**src/rtl/fetch_ctrl.sv**
```systemverilog
// Instruction-fetch controller: owns the PC, drives the ROM address, buffers one fetched word for decode.
// Optional FETCH_PERF_EN adds saturating handshake/stall counters.
//
// state | meaning
// IDLE  | first cycle after reset, nothing captured
// RUN   | fetching, one word per free slot
// DRAIN | LAST_ADDR fetched, waiting for decode to take it
// HALT  | terminal until rst
module fetch_ctrl #(
  parameter int                ADDR_W    = 8,
  parameter logic [ADDR_W-1:0] RESET_PC  = ADDR_W'(8'h00),
  parameter logic [ADDR_W-1:0] LAST_ADDR = ADDR_W'(8'h48)
) (
  input  logic              clk,
  input  logic              rst,
  output logic [ADDR_W-1:0] addy,
  input  logic [31:0]       inst_in,
  input  logic              redirect,
  input  logic [ADDR_W-1:0] redirect_pc,
  output logic              out_valid,
  input  logic              out_ready,
  output logic [31:0]       out_inst,
  output logic [ADDR_W-1:0] out_pc,
  output logic              halted,
  output logic              err
`ifdef FETCH_PERF_EN
  ,
  output logic [15:0]       fetch_cnt,
  output logic [15:0]       stall_cnt
`endif
);

  localparam logic [31:0] NOP = 32'h00000013;

  typedef enum logic [1:0] {S_IDLE, S_RUN, S_DRAIN, S_HALT} state_t;

  state_t            state;
  logic [ADDR_W-1:0] pc;
  logic              slot_free;
  logic              redirect_bad;

  assign addy         = pc;
  assign slot_free    = !out_valid || out_ready;
  assign redirect_bad = (redirect_pc[1:0] != 2'b00) || (redirect_pc > LAST_ADDR);

  always_ff @(posedge clk) begin
    if (rst) begin
      state     <= S_IDLE;
      pc        <= RESET_PC;
      out_valid <= 1'b0;
      out_pc    <= '0;
      out_inst  <= NOP;
      halted    <= 1'b0;
      err       <= 1'b0;
    end else begin
      case (state)
        S_IDLE: state <= S_RUN;
        S_RUN, S_DRAIN: begin
          // a redirect flushes the slot even if decode is taking it this cycle
          if (redirect) begin
            out_valid <= 1'b0;
            if (redirect_bad) begin
              err    <= 1'b1;
              halted <= 1'b1;
              state  <= S_HALT;
            end else begin
              pc    <= redirect_pc;
              state <= S_RUN;
            end
          end else if (state == S_RUN) begin
            if (slot_free) begin
              out_inst  <= inst_in;
              out_pc    <= pc;
              out_valid <= 1'b1;
              if (pc == LAST_ADDR) state <= S_DRAIN;
              else                 pc    <= pc + ADDR_W'(4);
            end
          end else if (out_valid && out_ready) begin
            out_valid <= 1'b0;
            halted    <= 1'b1;
            state     <= S_HALT;
          end
        end
        S_HALT:  out_valid <= 1'b0;
        default: state <= S_HALT;
      endcase
    end
  end

`ifdef FETCH_PERF_EN
  always_ff @(posedge clk) begin
    if (rst) begin
      fetch_cnt <= '0;
      stall_cnt <= '0;
    end else begin
      if (out_valid && out_ready && fetch_cnt != 16'hFFFF)  fetch_cnt <= fetch_cnt + 16'd1;
      if (out_valid && !out_ready && stall_cnt != 16'hFFFF) stall_cnt <= stall_cnt + 16'd1;
    end
  end
`endif

endmodule
```
**config.mk**
```make
export PLATFORM = sky130hd
export DESIGN_NAME = fetch_ctrl
export DESIGN_NICKNAME = d
export VERILOG_FILES = /design/src/rtl/fetch_ctrl.sv
export SDC_FILE = /design/constraint.sdc
export NUM_CORES = 1
export LEC_CHECK = 0
export CAP_MARGIN = 10
export CORE_AREA = 10 10 84 86
export DETAILED_ROUTE_END_ITERATION = 8
export DIE_AREA = 0 0 94 96
export GPL_ROUTABILITY_DRIVEN = 0
export HOLD_SLACK_MARGIN = 0.15
export PLACE_DENSITY = 0.86
export SLEW_MARGIN = 20
export SYNTH_ARGS = -nofsm -noshare
export SYNTH_HDL_FRONTEND = slang
export SYNTH_SLANG_ARGS = --single-unit
```
**constraint.sdc**
```tcl
create_clock -name clk -period 2.6 [get_ports clk]
set_clock_uncertainty 0.15 [all_clocks]
set_input_delay 0.52 -clock clk [delete_from_list [all_inputs] [get_ports clk]]
set_output_delay 0.52 -clock clk [all_outputs]
set_load 0.05 [all_outputs]
```
# Word level (Yosys, flattened, before mapping)
# Index checks and enable logic that the tools add are counted.
# Widths: inputs -> output; s select.
totals:
  register_bits: 53
  word_cells: 60
  output_inout_bits: 51
  in_bits: 44
op_classes:
  n_lt_le_gt_ge: 1
  n_reduce_logical: 18
  n_mux: 21
  addsub: 1
  bitwise: 1
  eq_ne: 11
ops:
  columns: ["op", "count"]
  rows:
  - ["$mux 8", 5]
  - ["$mux 2", 6]
  - ["$ne 4x4->1 const B", 3]
  - ["$reduce_and 4->1", 3]
  - ["$reduce_bool 2->1", 6]
  - ["$add 8x3->8 const B", 1]
  - ["$eq 8x7->1 const B", 1]
  - ["$gt 8x7->1 const B", 1]
  - ["$mux 1", 8]
  - ["$ne 2x2->1 const B", 3]
  - ["$reduce_and 3->1", 2]
  - ["$reduce_and 5->1", 1]
  - ["$eq 2x2->1 const B", 2]
  - ["$pmux 2 s2", 1]
  - ["$eq 2x1->1 const B", 1]
  - ["$logic_not 2->1", 1]
  - ["$logic_or 1x1->1", 2]
  - ["$ne 2x1->1 const B", 1]
  - ["$pmux 1 s2", 1]
  - ["$reduce_or 2->1", 1]
  - ["$logic_and 1x1->1", 1]
  - ["$logic_not 1->1", 1]
  - ["$not 1->1", 1]

# Logic depth before layout (Yosys ltp)
depth:
  word_depth: 6
  ltp_mapped: 7
  depth_no_buf: 7

# Worst setup path after synthesis
# No wires, ideal clock.
synth_timing:
  path_kind: "register to register"
  from: "register pc[2], in the netlist addy[2]"
  to: "register pc[2], in the netlist addy[2]"
  setup_slack_ns: 0.449
  setup_ns: 0.086
  stages_incl_launch_ff: 7
  arrival_time_ns: 1.915
  period_less_slack_ns: 2.151
  required_time_ns: 2.364
  path_buffers: 0
  path_cell_list: "dfxtp_1 inv_1 ha_1 a31oi_1 o2bb2ai_4 o21ai_1 a221oi_2"
synth_between:
  elab_chain_cells: 5
  elab_cells_between_ends: 8
  cone_classes: "add/sub (1); eq/ne (2); mux (4); reduce/logical (1)"
synth_lines:
  columns: ["element", "line_no", "source"]
  rows:
  - ["start: declaration", "38", "logic [ADDR_W-1:0] pc;"]
  - ["start signal: assignment", "67", "pc <= redirect_pc;"]
  - ["start signal: assignment", "76", "else pc <= pc + ADDR_W'(4);"]
  - ["$add 8x3->8", "76", null]
  - ["$mux 8", "75", "if (pc == LAST_ADDR) state <= S_DRAIN;"]
  - ["$mux 8", "71", "if (slot_free) begin"]
  - ["$mux 8", "70", "end else if (state == S_RUN) begin"]
  - ["$mux 8", "60", "if (redirect) begin"]
# Several ways; a longest one is shown, not always the timed one. The select of a mux whose other input is x is not followed.
# A chain may end at the register's enable or synchronous reset.

# Worst setup path in the final report
layout_timing:
  from: "input port redirect_pc[3]"
  to: "register pc[2], in the netlist addy[2]"
layout_between:
  elab_chain_cells: 4
layout_lines:
  columns: ["element", "line_no", "source"]
  rows:
  - ["start: declaration", "19", "input logic [ADDR_W-1:0] redirect_pc,"]
  - ["$gt 8x7->1", "44", "assign redirect_bad = (redirect_pc[1:0] != 2'b00) || (redirect_pc > LAST_ADDR);"]
  - ["$logic_or 1x1->1", "44", null]
  - ["$ne 2x2->1 (no line)", null, null]
  - ["$reduce_and 5->1 (no line)", null, null]
# Every way passes these cells.

==> impl_results.md <==
- Flops & latches, synth: 53
- Maximum VDD drop: between 0.0004 and 0.0005 V
- R2r startpoint: state[0]$_SDFFE_PP0P_
- Setup violations, final: 0
- Leak: about 1.2 nW
- Mapped cell area: 2180 µm²
- Tightest Hold Check Type: reg -> reg
- Post-synthesis cell count: 266
- Final worst slack: ~230 ps
- Drt first-iter violations: 89
- Synth warnings: 0
- Synth Area in Adders: roughly 4.0%
- Die height: 96 µm
- CTS tree: yes
- Req. time, crit path: 2660 ps
- Min-Delay Startpoint: out_inst[24]$_SDFFE_PP0P_
- Post-synthesis cell type count: 39
- Clock power share: 17.5%
- Worst skew pair latency: a little under 300 ps
- Antenna Nets Post-Route: 0
- Clock Pin Slew Worst Setup and Hold Paths: 90 ps
- Post-synth EDFFs: 0
- Sequential share of power: 38.7%
- Simple-Gate Fraction of Synth Area: 22.8%
- DIE WIDTH: 94 µm
- NumNets Final: between 400 and 500
- Die Footprint: 9020 µm²
- Hold_ws: about 310 ps
- Slew @ Worst Pin: roughly 540 ps
- Slew Limit Fails: 0
- Pwr Density: 808 nW/µm²
- Critical Path AT: 2430 ps
- Core Rows: 27
- Final Hold Viols: 0
- Drt via density: slightly below 5
- Slew headroom: 64.2%
- Global route overflow: 0
- H-tree Lvls: 2
- Pint: between 0.0015 and 0.002 W
- Asr flop ratio synth: 0%
- Post-layout util: 60.4%
- Clk buf depth: 2
- Sw Ratio: 41.1%
- Antenna diodes: 0
- Multiplexer share of the synthesized area: 0.459%
- Port bufs: 94
- Core area: about 5400 µm²
- Commonest non-fill, non-tap cell in the layout: clkdlybuf4s50_1
- Compound-Gate Fraction of Synth Area: 18.1%
- Fraction of layout cells with a size suffix above 1: 5.60%
- Post-CTS Setup Repair Bufs: 0
- WS Path Type: in -> reg
- Hold_buf cts: 0
- Register area share after synthesis: 48.7%
- Post-route minimum period: 2370 ps
- CP Capture Type: register
- Drt drc: 0
- Worst setup startpoint: redirect_pc[3]
- Vias: 2098
- Number of global-route vias before repair: between 2000 and 2500
- Critical Path Start Type: primary input
- Worst Path Max Fanout: 9
- Syn nets: ~320
- Clock root cell: clkbuf_8
- RSZ-0062 raised after global routing: no
- Max Cap Viol: 0
- Final HPWL DP: 4830 µm
- Status: complete, no violations
- Commonest non-fill, non-tap cells in the layout: clkdlybuf4s50_1, nand2_1, dfxtp_1
- I/O pins: 95
- FMAX: approximately 420 MHz
- CTS buffer count: 5
- Inst Count DP: roughly 420
- Synth Flop Type: dfxtp_1
- Initial Utilization: between 40% and 50%
- Total track usage: 13.8%
- Dpl ws: -65.4 ps
- Mapped Avg Cell Area: between 8 and 9 µm²
- Clk sinks: 53
- Global-route wire length before repair: 10200 µm
- Antenna violations before repair: 0
- Synth Area in XOR/XNOR: 0.402%
- Pin count of the biggest net entering global routing: between 40 and 50
- Comb pwr share: 43.9%
- Final wirelength: 6360 µm
- First-pass detailed-route iteration total: 4
- Synth-to-layout area growth: 49.7%
- DR WL/cell: 14.8 µm
- Net Switching: between 0.001 and 0.0015 W
- Layout Cells excl Fill: 429
- Largest family of logic cells by synthesized area: simple AND/OR/NAND/NOR gates
- Post_cts resized: 0
- Final Cycle Share: between 90% and 100%
-- final cells by class --
cell class                 instances  area, µm²
sequential                        53       1060
multi-input combinational        190       1000
inverter                           6       22.5
clock buffer                       6       82.6
timing repair buffer             101       1000
clock inverter                     1       7.51
tap                               72       90.1
fill                             503       2140
-- metal layers --
layer	wire length, µm	part of all wire, %	up-vias	GRT usage, %
met1	2730	43	947	17.1
met4	23	0.36	0	2.66
met2	2990	47	81	22.5
met3	609	9.6	5	5.45
li1	-	-	1065	-
met5	0	0	-	0
-- state kept, by name (all words and copies together), names as in the netlist --
| register | count |
|---|---|
| out_inst | 32 |
| halted | 1 |
| state | 2 |
| out_pc | 8 |
| out_valid | 1 |
| addy | 8 |
| err | 1 |
-- metrics by stage --
step | cell area [µm²] | TNS (ps) | total power, W
global placement | 3170 | -7.73 | 0.00217
global route | 3260 | 0 | 0.00281
detailed placement | 3170 | -82.7 | 0.00220
finish | 3260 | 0 | 0.00264
CTS | 3260 | 0 | 0.00267
floorplan | 2180 | 0 | 0.00179
-- cells by family (layout without fill, tap and decap cells) --
logic type / after synthesis / count (layout)
AOI/OAI and AO/OA: 65 / 65
and+or+nand+nor: 116 / 116
adders and majority gates: 7 / 7
DFF: 53 / 53
muxes: 1 / 1
buffers and inverters: 23 / 114
xor gates and xnor gates: 1 / 1
-- critical path, stage by stage --
cell,delay [ps]
clkdlybuf4s50_1,440
a211o_1,300
a2111o_1,490
o2bb2ai_4,280
o21ai_1,120
a221oi_2,270
-- worst paths after layout --
check | end | slack (ps) | depth (start not counted)
max | addy[2]$_SDFFE_PP0P_ | 230 | 6
min | out_inst[24]$_SDFFE_PP0P_ | 310 | 2
max reg2reg | addy[2]$_SDFFE_PP0P_ | 380 | 7
min reg2reg | out_inst[24]$_SDFFE_PP0P_ | 310 | 2
-- cells in the mapped netlist (2+ instances only) --
library cell	number	area, µm²
o21ai_0	6	30.0
a21oi_1	42	210
a31oi_1	3	18.8
nand2_1	87	327
a221oi_1	2	17.5
dfxtp_1	53	1060
nand3_1	4	20.0
o21ai_1	2	10.0
nor2_1	8	30.0
a211oi_1	2	15.0
ha_1	7	87.6
and2_1	2	12.5
clkbuf_1	10	37.5
clkbuf_8	3	41.3
buf_1	3	11.3
nand3b_1	4	30.0
inv_1	6	22.5
-- power groups by stage --
stage | clock network (W) | registers [W] | logic [W]
after floorplan | 0 | 0.00138 | 0.000415
after global placement | 0 | 0.00103 | 0.00114
after detailed placement | 0 | 0.00104 | 0.00116
after CTS | 0.000484 | 0.00102 | 0.00117
after global routing | 0.000526 | 0.00103 | 0.00125
final | 0.000460 | 0.00102 | 0.00116
Power figures use the tool's default switching activity.
